--- config.mk ---
export PLATFORM = sky130hd
export DESIGN_NAME = dequant_stream
export DESIGN_NICKNAME = d
export VERILOG_FILES = /design/src/rtl/glide_quant_pkg.sv /design/src/rtl/dequant_scale_table.sv /design/src/rtl/dequant_stream.sv
export SDC_FILE = /design/constraint.sdc
export NUM_CORES = 2
export LEC_CHECK = 0
export BUFFER_PORTS_ARGS = -buffer_cell sky130_fd_sc_hd__buf_2
export CORE_MARGIN = 1.5
export CORE_UTILIZATION = 33
export CTS_BUF_LIST = sky130_fd_sc_hd__clkbuf_8 sky130_fd_sc_hd__clkbuf_16
export DETAILED_ROUTE_END_ITERATION = 6
export PLACE_DENSITY_LB_ADDON = 0.05
export SYNTH_ARGS = -nofsm -noshare
export SYNTH_HDL_FRONTEND = slang
export SYNTH_SLANG_ARGS = --single-unit
--- constraint.sdc ---
create_clock -name clk -period 54.6 [get_ports clk]
set_input_delay 10.92 -clock clk [delete_from_list [all_inputs] [get_ports clk]]
set_output_delay 10.92 -clock clk [all_outputs]
set_load 0.02 [all_outputs]
--- src/rtl/glide_quant_pkg.sv ---
// glide_quant_pkg: shared constants and the per-stage beat record for the
// dequantisation stream. No ports; imported by dequant_stream and
// dequant_scale_table.
package glide_quant_pkg;

  localparam int NUM_CH     = 16;   // default channel-table depth
  localparam int OUT_W      = 32;   // default output width
  localparam int MAX_SHIFT  = 40;   // shift_amount is clamped to this
  localparam int SCALE_W    = 32;   // per-channel scale width
  localparam int ZP_W       = 8;    // per-channel zero-point width
  localparam int PROD_W     = 41;   // 9-bit diff x 32-bit scale
  localparam int SHIFT_W    = 6;    // holds 0..MAX_SHIFT
  localparam int CH_FIELD_W = 8;    // wide enough for up to 256 channels

  // One pipeline beat. 'data' holds the diff in S1 (sign-extended) and the
  // product in S2; it is stored unsigned and reinterpreted with $signed.
  typedef struct packed {
    logic [PROD_W-1:0]     data;
    logic [CH_FIELD_W-1:0] ch;
    logic                  last;
    logic [SHIFT_W-1:0]    shift;
    logic                  valid;
  } beat_t;

  function automatic logic [SHIFT_W-1:0] clamp_shift(input logic [7:0] s);
    return (s > 8'(MAX_SHIFT)) ? SHIFT_W'(MAX_SHIFT) : s[SHIFT_W-1:0];
  endfunction

endpackage

--- src/rtl/dequant_scale_table.sv ---
// dequant_scale_table: per-channel scale / zero-point storage.
// Ports: clk/rst (async active-high), one write port (we_i, waddr_i,
// wscale_i, wzp_i), one combinational read port (raddr_i -> rscale_o, rzp_o).
// A write lands on the clock edge, so a same-cycle read still sees the old entry.
module dequant_scale_table #(
  parameter int NUM_CH = 16
) (
  input  logic                      clk,
  input  logic                      rst,
  input  logic                      we_i,
  input  logic [$clog2(NUM_CH)-1:0] waddr_i,
  input  logic [31:0]               wscale_i,
  input  logic [7:0]                wzp_i,
  input  logic [$clog2(NUM_CH)-1:0] raddr_i,
  output logic [31:0]               rscale_o,
  output logic [7:0]                rzp_o
);
  import glide_quant_pkg::*;

  logic [SCALE_W-1:0] scale_q [NUM_CH];
  logic [ZP_W-1:0]    zp_q    [NUM_CH];

  always_ff @(posedge clk or posedge rst) begin
    if (rst) begin
      for (int i = 0; i < NUM_CH; i++) begin
        scale_q[i] <= '0;
        zp_q[i]    <= '0;
      end
    end else if (we_i) begin
      scale_q[waddr_i] <= wscale_i;
      zp_q[waddr_i]    <= wzp_i;
    end
  end

  assign rscale_o = scale_q[raddr_i];
  assign rzp_o    = zp_q[raddr_i];

endmodule

--- src/rtl/dequant_stream.sv ---
// dequant_stream: int8 -> OUT_W dequantiser, out = sat(round((in - zp[ch]) * scale[ch] >>> shift)).
// Latency 3 cycles, 1 beat/cycle; single global stall: every stage holds when
// en is low or the output is valid but not taken (in_ready = en && (!out_valid || out_ready)).
// Ports: cfg_* write the channel table (always, even with en low); num_ch sets the
// channel rotation; in_* / out_* are valid-ready streams with last and saturation flags.
module dequant_stream #(
  parameter int NUM_CH = glide_quant_pkg::NUM_CH,
  parameter int OUT_W  = glide_quant_pkg::OUT_W
) (
  input  logic                      clk,
  input  logic                      rst,
  input  logic                      en,
  input  logic                      cfg_we,
  input  logic [$clog2(NUM_CH)-1:0] cfg_addr,
  input  logic [31:0]               cfg_scale,
  input  logic [7:0]                cfg_zp,
  input  logic [$clog2(NUM_CH):0]   num_ch,
  input  logic [7:0]                shift_amount,
  input  logic                      in_valid,
  output logic                      in_ready,
  input  logic [7:0]                in_data,
  input  logic                      in_last,
  output logic                      out_valid,
  input  logic                      out_ready,
  output logic [OUT_W-1:0]          out_data,
  output logic [$clog2(NUM_CH)-1:0] out_ch,
  output logic                      out_last,
  output logic                      out_sat
);
  import glide_quant_pkg::*;

  localparam int CH_W = $clog2(NUM_CH);
  localparam logic [CH_W:0] CH_FULL = (CH_W+1)'(NUM_CH);
  localparam logic signed [63:0] OUT_MAX = (64'sd1 <<< (OUT_W-1)) - 64'sd1;
  localparam logic signed [63:0] OUT_MIN = -(64'sd1 <<< (OUT_W-1));

  logic adv, accept;
  logic [CH_W-1:0]    ch_q, ch_d;
  logic [CH_W:0]      n_eff, ch_inc;
  logic [SCALE_W-1:0] tbl_scale;
  logic [ZP_W-1:0]    tbl_zp;
  logic signed [8:0]  diff;

  beat_t              s1_q, s1_d, s2_q, s2_d;
  logic [SCALE_W-1:0] s1_scale_q;

  logic signed [PROD_W:0] prod_x, rnd_add, rnd_sum, shifted;
  logic signed [63:0]     res_wide;
  logic [OUT_W-1:0]       out_data_q, out_data_d;
  logic [CH_W-1:0]        out_ch_q;
  logic                   out_valid_q, out_last_q, out_sat_q, out_sat_d;
  logic                   unused_ch_hi;

  // Every stage moves together, so a stall anywhere freezes the whole pipe.
  assign adv      = en && (!out_valid_q || out_ready);
  assign in_ready = adv;
  assign accept   = in_valid && adv;

  dequant_scale_table #(.NUM_CH(NUM_CH)) u_table (
    .clk      (clk),
    .rst      (rst),
    .we_i     (cfg_we),
    .waddr_i  (cfg_addr),
    .wscale_i (cfg_scale),
    .wzp_i    (cfg_zp),
    .raddr_i  (ch_q),
    .rscale_o (tbl_scale),
    .rzp_o    (tbl_zp)
  );

  // Channel rotation; out-of-range counts mean "use the whole table", and
  // a frame end restarts at channel 0 regardless of where the rotation is.
  always_comb begin
    n_eff  = (num_ch == '0 || num_ch > CH_FULL) ? CH_FULL : num_ch;
    ch_inc = {1'b0, ch_q} + (CH_W+1)'(1);
    ch_d   = ch_q;
    if (accept) begin
      if (in_last || ch_inc >= n_eff) ch_d = '0;
      else                            ch_d = ch_inc[CH_W-1:0];
    end
  end

  // S1: lookup and zero-point subtraction (9 bits covers -255..255).
  assign diff = $signed({in_data[7], in_data}) - $signed({tbl_zp[7], tbl_zp});

  always_comb begin
    s1_d       = '0;
    s1_d.valid = in_valid;
    s1_d.data  = PROD_W'(diff);
    s1_d.ch    = CH_FIELD_W'(ch_q);
    s1_d.last  = in_last;
    s1_d.shift = clamp_shift(shift_amount);
  end

  // S2: full-precision product; |prod| < 2^39 so 41 bits never overflows.
  always_comb begin
    s2_d      = s1_q;
    s2_d.data = $signed(s1_q.data)
              * $signed({{(PROD_W-SCALE_W){s1_scale_q[SCALE_W-1]}}, s1_scale_q});
  end

  // S3: round-half-up by adding half an LSB before the arithmetic shift,
  // then clamp into the signed OUT_W range.
  always_comb begin
    prod_x  = $signed({s2_q.data[PROD_W-1], s2_q.data});
    rnd_add = '0;
    if (s2_q.shift != '0) rnd_add = (PROD_W+1)'(1) <<< (s2_q.shift - SHIFT_W'(1));
    rnd_sum  = prod_x + rnd_add;
    shifted  = rnd_sum >>> s2_q.shift;
    res_wide = 64'(shifted);
    out_data_d = res_wide[OUT_W-1:0];
    out_sat_d  = 1'b0;
    if (res_wide > OUT_MAX) begin
      out_data_d = OUT_MAX[OUT_W-1:0];
      out_sat_d  = 1'b1;
    end else if (res_wide < OUT_MIN) begin
      out_data_d = OUT_MIN[OUT_W-1:0];
      out_sat_d  = 1'b1;
    end
  end

  always_ff @(posedge clk or posedge rst) begin
    if (rst) begin
      ch_q        <= '0;
      s1_q        <= '0;
      s1_scale_q  <= '0;
      s2_q        <= '0;
      out_valid_q <= 1'b0;
      out_data_q  <= '0;
      out_ch_q    <= '0;
      out_last_q  <= 1'b0;
      out_sat_q   <= 1'b0;
    end else if (adv) begin
      ch_q        <= ch_d;
      s1_q        <= s1_d;
      s1_scale_q  <= tbl_scale;
      s2_q        <= s2_d;
      out_valid_q <= s2_q.valid;
      out_data_q  <= out_data_d;
      out_ch_q    <= s2_q.ch[CH_W-1:0];
      out_last_q  <= s2_q.last;
      out_sat_q   <= out_sat_d;
    end
  end

  // The beat's channel field is sized for the largest table.
  assign unused_ch_hi = ^s2_q.ch;

  assign out_valid = out_valid_q;
  assign out_data  = out_data_q;
  assign out_ch    = out_ch_q;
  assign out_last  = out_last_q;
  assign out_sat   = out_sat_q;

endmodule

-- Word-level counts from Yosys, hierarchy flattened
Index checks and enable logic that the tools add are counted.
- reductions and logical operators: 10
- muxes and demuxes: 20
- shifts and indexed selects: 2
- $add $sub $neg: 4
- $mul: 1
- magnitude comparators: 8
- bitwise logic cells: 2
- operators with widths (operator ; count):
    $bwmux W512 ; 1
    $mux W32 ; 5
    $bmux W32 S4 ; 1
    $bwmux W128 ; 1
    $demux W32 S4 ; 1
    $add A41 B42 Y42 ; 1
    $gt A42 B32 Y1 const B ; 1
    $lt A42 B32 Y1 const B ; 1
    $mux W42 ; 1
    $sshl A2 B6 Y42 const A ; 1
    $sshr A42 B6 Y42 ; 1
    $mul A9 B32 Y41 ; 1
    $bmux W8 S4 ; 1
    $demux W8 S4 ; 1
    $mux W8 ; 3
    $ge A5 B5 Y1 const B ; 2
    $not A4 Y5 ; 2
    $sub A8 B8 Y9 ; 1
    $gt A8 B6 Y1 const B ; 1
    $mux W6 ; 1
    $reduce_bool A6 Y1 ; 1
    $sub A6 B1 Y6 const B ; 1
    $add A4 B1 Y5 const B ; 1
    $ge A5 B5 Y1 ; 1
    other kinds (10) ; 15
- bits in registers: 789
- output and inout bits: 40
- word-level logic and storage cells: 96

-- Longest topological paths before layout
- word-level depth: 8
- gate-level depth with buffers: 26

-- Hierarchy
From an unflattened synthesis, not the netlist that was laid out.
- cells, all modules: 4292
- area total of the unflattened synthesis: 49969.2 um^2
- modules (own cells, without submodules) (module ; area an instance (um^2) ; cells each ; instances ; seq. area each (um^2)):
    dequant_scale_table ; 28666.2 ; 1748 ; 1 ; 16015.4
    dequant_stream ; 21302.9 ; 2544 ; 1 ; 3728.6

-- Least setup slack after synthesis
OpenSTA, ideal clock, no wires.
- kind: input port to output port
- start: in out_ready
- end: out in_ready
- data arrival time: 12.267 ns
- slack: 31.413 ns
- stages on the path: 5
- path buffers: 3
- cell sequence: o21ai_0 clkbuf_1 inv_1 clkbuf_1 clkbuf_1
- longest elaborated chain between the ends: 2
- ends and longest elaborated chain (element ; line ; source):
    from (decl) ; dequant_stream.sv:24 ; input logic out_ready,
    $logic_or A1 B1 Y1 ; dequant_stream.sv:55 ; assign adv = en && (!out_valid_q || out_ready);
    $logic_and A1 B1 Y1 ; dequant_stream.sv:55 ;
    to (decl) ; dequant_stream.sv:20 ; output logic in_ready,
Every way passes these cells.

-- Worst setup path in the final report
- start: in en
- end: out in_ready
- longest elaborated chain between the ends: 1
- ends and longest elaborated chain (element ; line ; source):
    from (decl) ; dequant_stream.sv:12 ; input logic en,
    $logic_and A1 B1 Y1 ; dequant_stream.sv:55 ;
Every way passes these cells.

==> qor.yml <==
yosys-top-cells-area: "dfrtp_1 40%, mux2_2 15%, fa_1 9.4%"
syn_nets: 4709
min_from: "s2_q[7]$_DFFE_PP0P_"
period_share: 0.419
wl_um: 148000
ys_warn_count: 0
synth_seq_cells: 789
reg2reg_from: "s1_q[16]$_DFFE_PP0P_"
slew_violations: 0
combPwrFrac: 0.618
synth_area_leader_cell: "dfrtp_1"
internal_power_w: 0.00223
synthFlopType: "dfrtp_1"
whs_ns: 0.458
pin_count: 112
max_freq_mhz: 43.7
synthCells: 4264
hold_end: "out_last$_DFFE_PP0P_"
fp.dieW_um: 391
synth.most_common_cell: "dfrtp_1"
core_area_mm2: 0.150
setup_tns_ns: 0
clk_pin_slew_ns: 0.06
drive_gt1_frac: 0.292
hold_class: "register to register"
p_per_area_mw_per_mm2: 72.5
rsz0062_at_grt: "no"
die_area_mm2: 0.153
place_congestion: 0.796
drtIter0Drc: 1864
syn_area_per_cell_um2: 11.7
hold_depth: 2
clock_skew_ns: 0.0805
crit_required_ns: 43.68
yosysTopAreaCellShare: 0.397
dp_hpwl_um: 93900
pwr-share-seq: 0.218
finalSetupViolations: 0
clkPwrFrac: 0.164
via_per_inst: 5.17
fp.dieH_um: 391
cts_tree: "done"
crit_type: "primary input to output port"
min_period_ns: 22.90
drt_first_pass_iters: 5
grt_antenna_before_repair: 14
endpoint_kind: "output port"
initial_utilization: 0.332
r2r_setup_slack_ns: 47.11
cp_max_fo: 38
grt_usage: 0.196
grt_max_degree: 120
yosysSeqAreaShare: 0.397
grt_overflow: 0
drv_cap: 0
worst_pin_slew_ns: 1.19
final_nets: 4673
synth_common_cells: "789 x dfrtp_1, 655 x mux2_2, 525 x nand2_1, 249 x inv_1, 235 x clkbuf_1"
crit_arrival_ns: 11.98
wl_per_cell_um: 23.4
peakVddDrop_mv: 0.0546
cts_buffers: 96
rows: 142
synth_area_mm2: 0.0498
regArea_mm2: 0.0198
async_flop_share: 1.00
clk_latency_ns: 0.72
max_slew_margin: 0.199
r2r_end: "prod_x[39]$_DFFE_PP0P_"
area_delta_synth_final_pct: 11.9
cts.hold.buffers_added: 0
fillers: 14833
swShare: 0.447
cts_max_level: 3
num_vias: 32723
clock-sinks: 789
synth_edf_count: 0
outcome: "finished clean"
ant_nets: 0
final_cells: 6325
power_leakage_nw: 24.2
clockBufferDepth: 3
cts_root_buffer: "clkbuf_16"
worstRegToRegCells: 24
place_inst: 6146
multi_input_area_mm2: 0.0280
numPortBuffers: 111
hold_violations: 0
grt_first_pass_wirelength_um: 228000
power.switching_w: 0.00181
startpoint_type: "primary input"
drc: 0
postCtsSetupRepairBufs: 0
ys_types: 89
grt_pass1_vias: 35032
cts_resized: 0
[metal layers]
metal,GRT usage,vias up,part of all wire
met5,0,-,0.00064
met4,0.0416,14,0.018
met3,0.0267,171,0.029
met2,0.318,385,0.47
met1,0.280,17228,0.48
li1,-,14925,-
[cell usage in the layout (no fill, tap or decap), types with 48 or more instances in the layout]
master     count
inv_1        261
nor2_1       133
a21oi_1      109
nand2_1      524
and2_1       121
o21ai_0      111
fa_1         233
dfrtp_1      784
buf_2        111
buf_4         73
ha_1         140
mux4_2       206
nand2b_1      48
nor3_1        51
xnor2_1       50
clkbuf_16     98
mux2_2       655
[per-stage QoR]
step	area, um^2	setup slack (ns)	total power, W	util
final	55700	31.70	0.00404	0.372
after floorplan	49800	21.53	0.00277	-
after global routing	55700	31.63	0.00449	0.372
after detailed placement	52300	31.65	0.00344	0.349
after global placement	52300	31.65	0.00343	0.349
after CTS	55700	31.65	0.00413	0.372
[power groups by stage]
stage / logic [W] / registers [W] / clock network (W)
2_1_floorplan: 0.00193 / 0.000834 / 0
3_3_place_gp: 0.00254 / 0.000892 / 0
3_5_place_dp: 0.00254 / 0.000893 / 0
4_1_cts: 0.00256 / 0.000884 / 0.000686
5_1_grt: 0.00288 / 0.000904 / 0.000710
6_report: 0.00249 / 0.000880 / 0.000663
[area by class of cell]
type | instances | area share
tap | 2016 | 0.0453
clock inverter | 45 | 0.00807
antenna | 4 | 0.000180
inverter | 250 | 0.0170
multi-input combinational | 2907 | 0.503
timing repair buffer | 184 | 0.0198
sequential | 789 | 0.355
clock buffer | 130 | 0.0520
[cell families after synthesis]
| group | count (synthesis) | synth area share |
|---|---|---|
| AO/OA/AOI/OAI | 525 | 0.0714 |
| flip-flops | 789 | 0.397 |
| buffers and inverters | 568 | 0.0438 |
| XOR/XNOR | 83 | 0.0149 |
| multiplexers | 908 | 0.251 |
| adder cells (fa/ha/maj) | 373 | 0.129 |
| AND/OR/NAND/NOR | 1018 | 0.0934 |
[how the worst max path moves through the flow]
| stage | start | end | slack, ns | cells past startpoint |
|---|---|---|---|---|
| global placement | out_ready | in_ready | 31.65 | 5 |
| finish | en | in_ready | 31.70 | 5 |
| global route | en | in_ready | 31.63 | 5 |
| floorplan | rst | ch_q[0]$_DFFE_PP0P_ | 21.53 | 1 |
| detailed placement | en | in_ready | 31.65 | 5 |
| CTS | en | in_ready | 31.65 | 5 |
[worst max-delay path: stages]
cell	delay, ns
buf_2	0.11
o21ai_4	0.05
buf_4	0.21
inv_4	0.41
buf_2	0.27
[flip-flops by register name (all words and copies together), names as in the netlist]
| name | flops |
|---|---|
| ch_q | 4 |
| out_ch | 4 |
| out_data | 32 |
| out_last | 1 |
| out_sat | 1 |
| out_valid | 1 |
| prod_x | 41 |
| s1_q | 21 |
| s1_scale_q | 32 |
| s2_q | 12 |
| u_table.scale_q | 512 |
| u_table.zp_q | 128 |
Power figures use the tool's default switching activity.
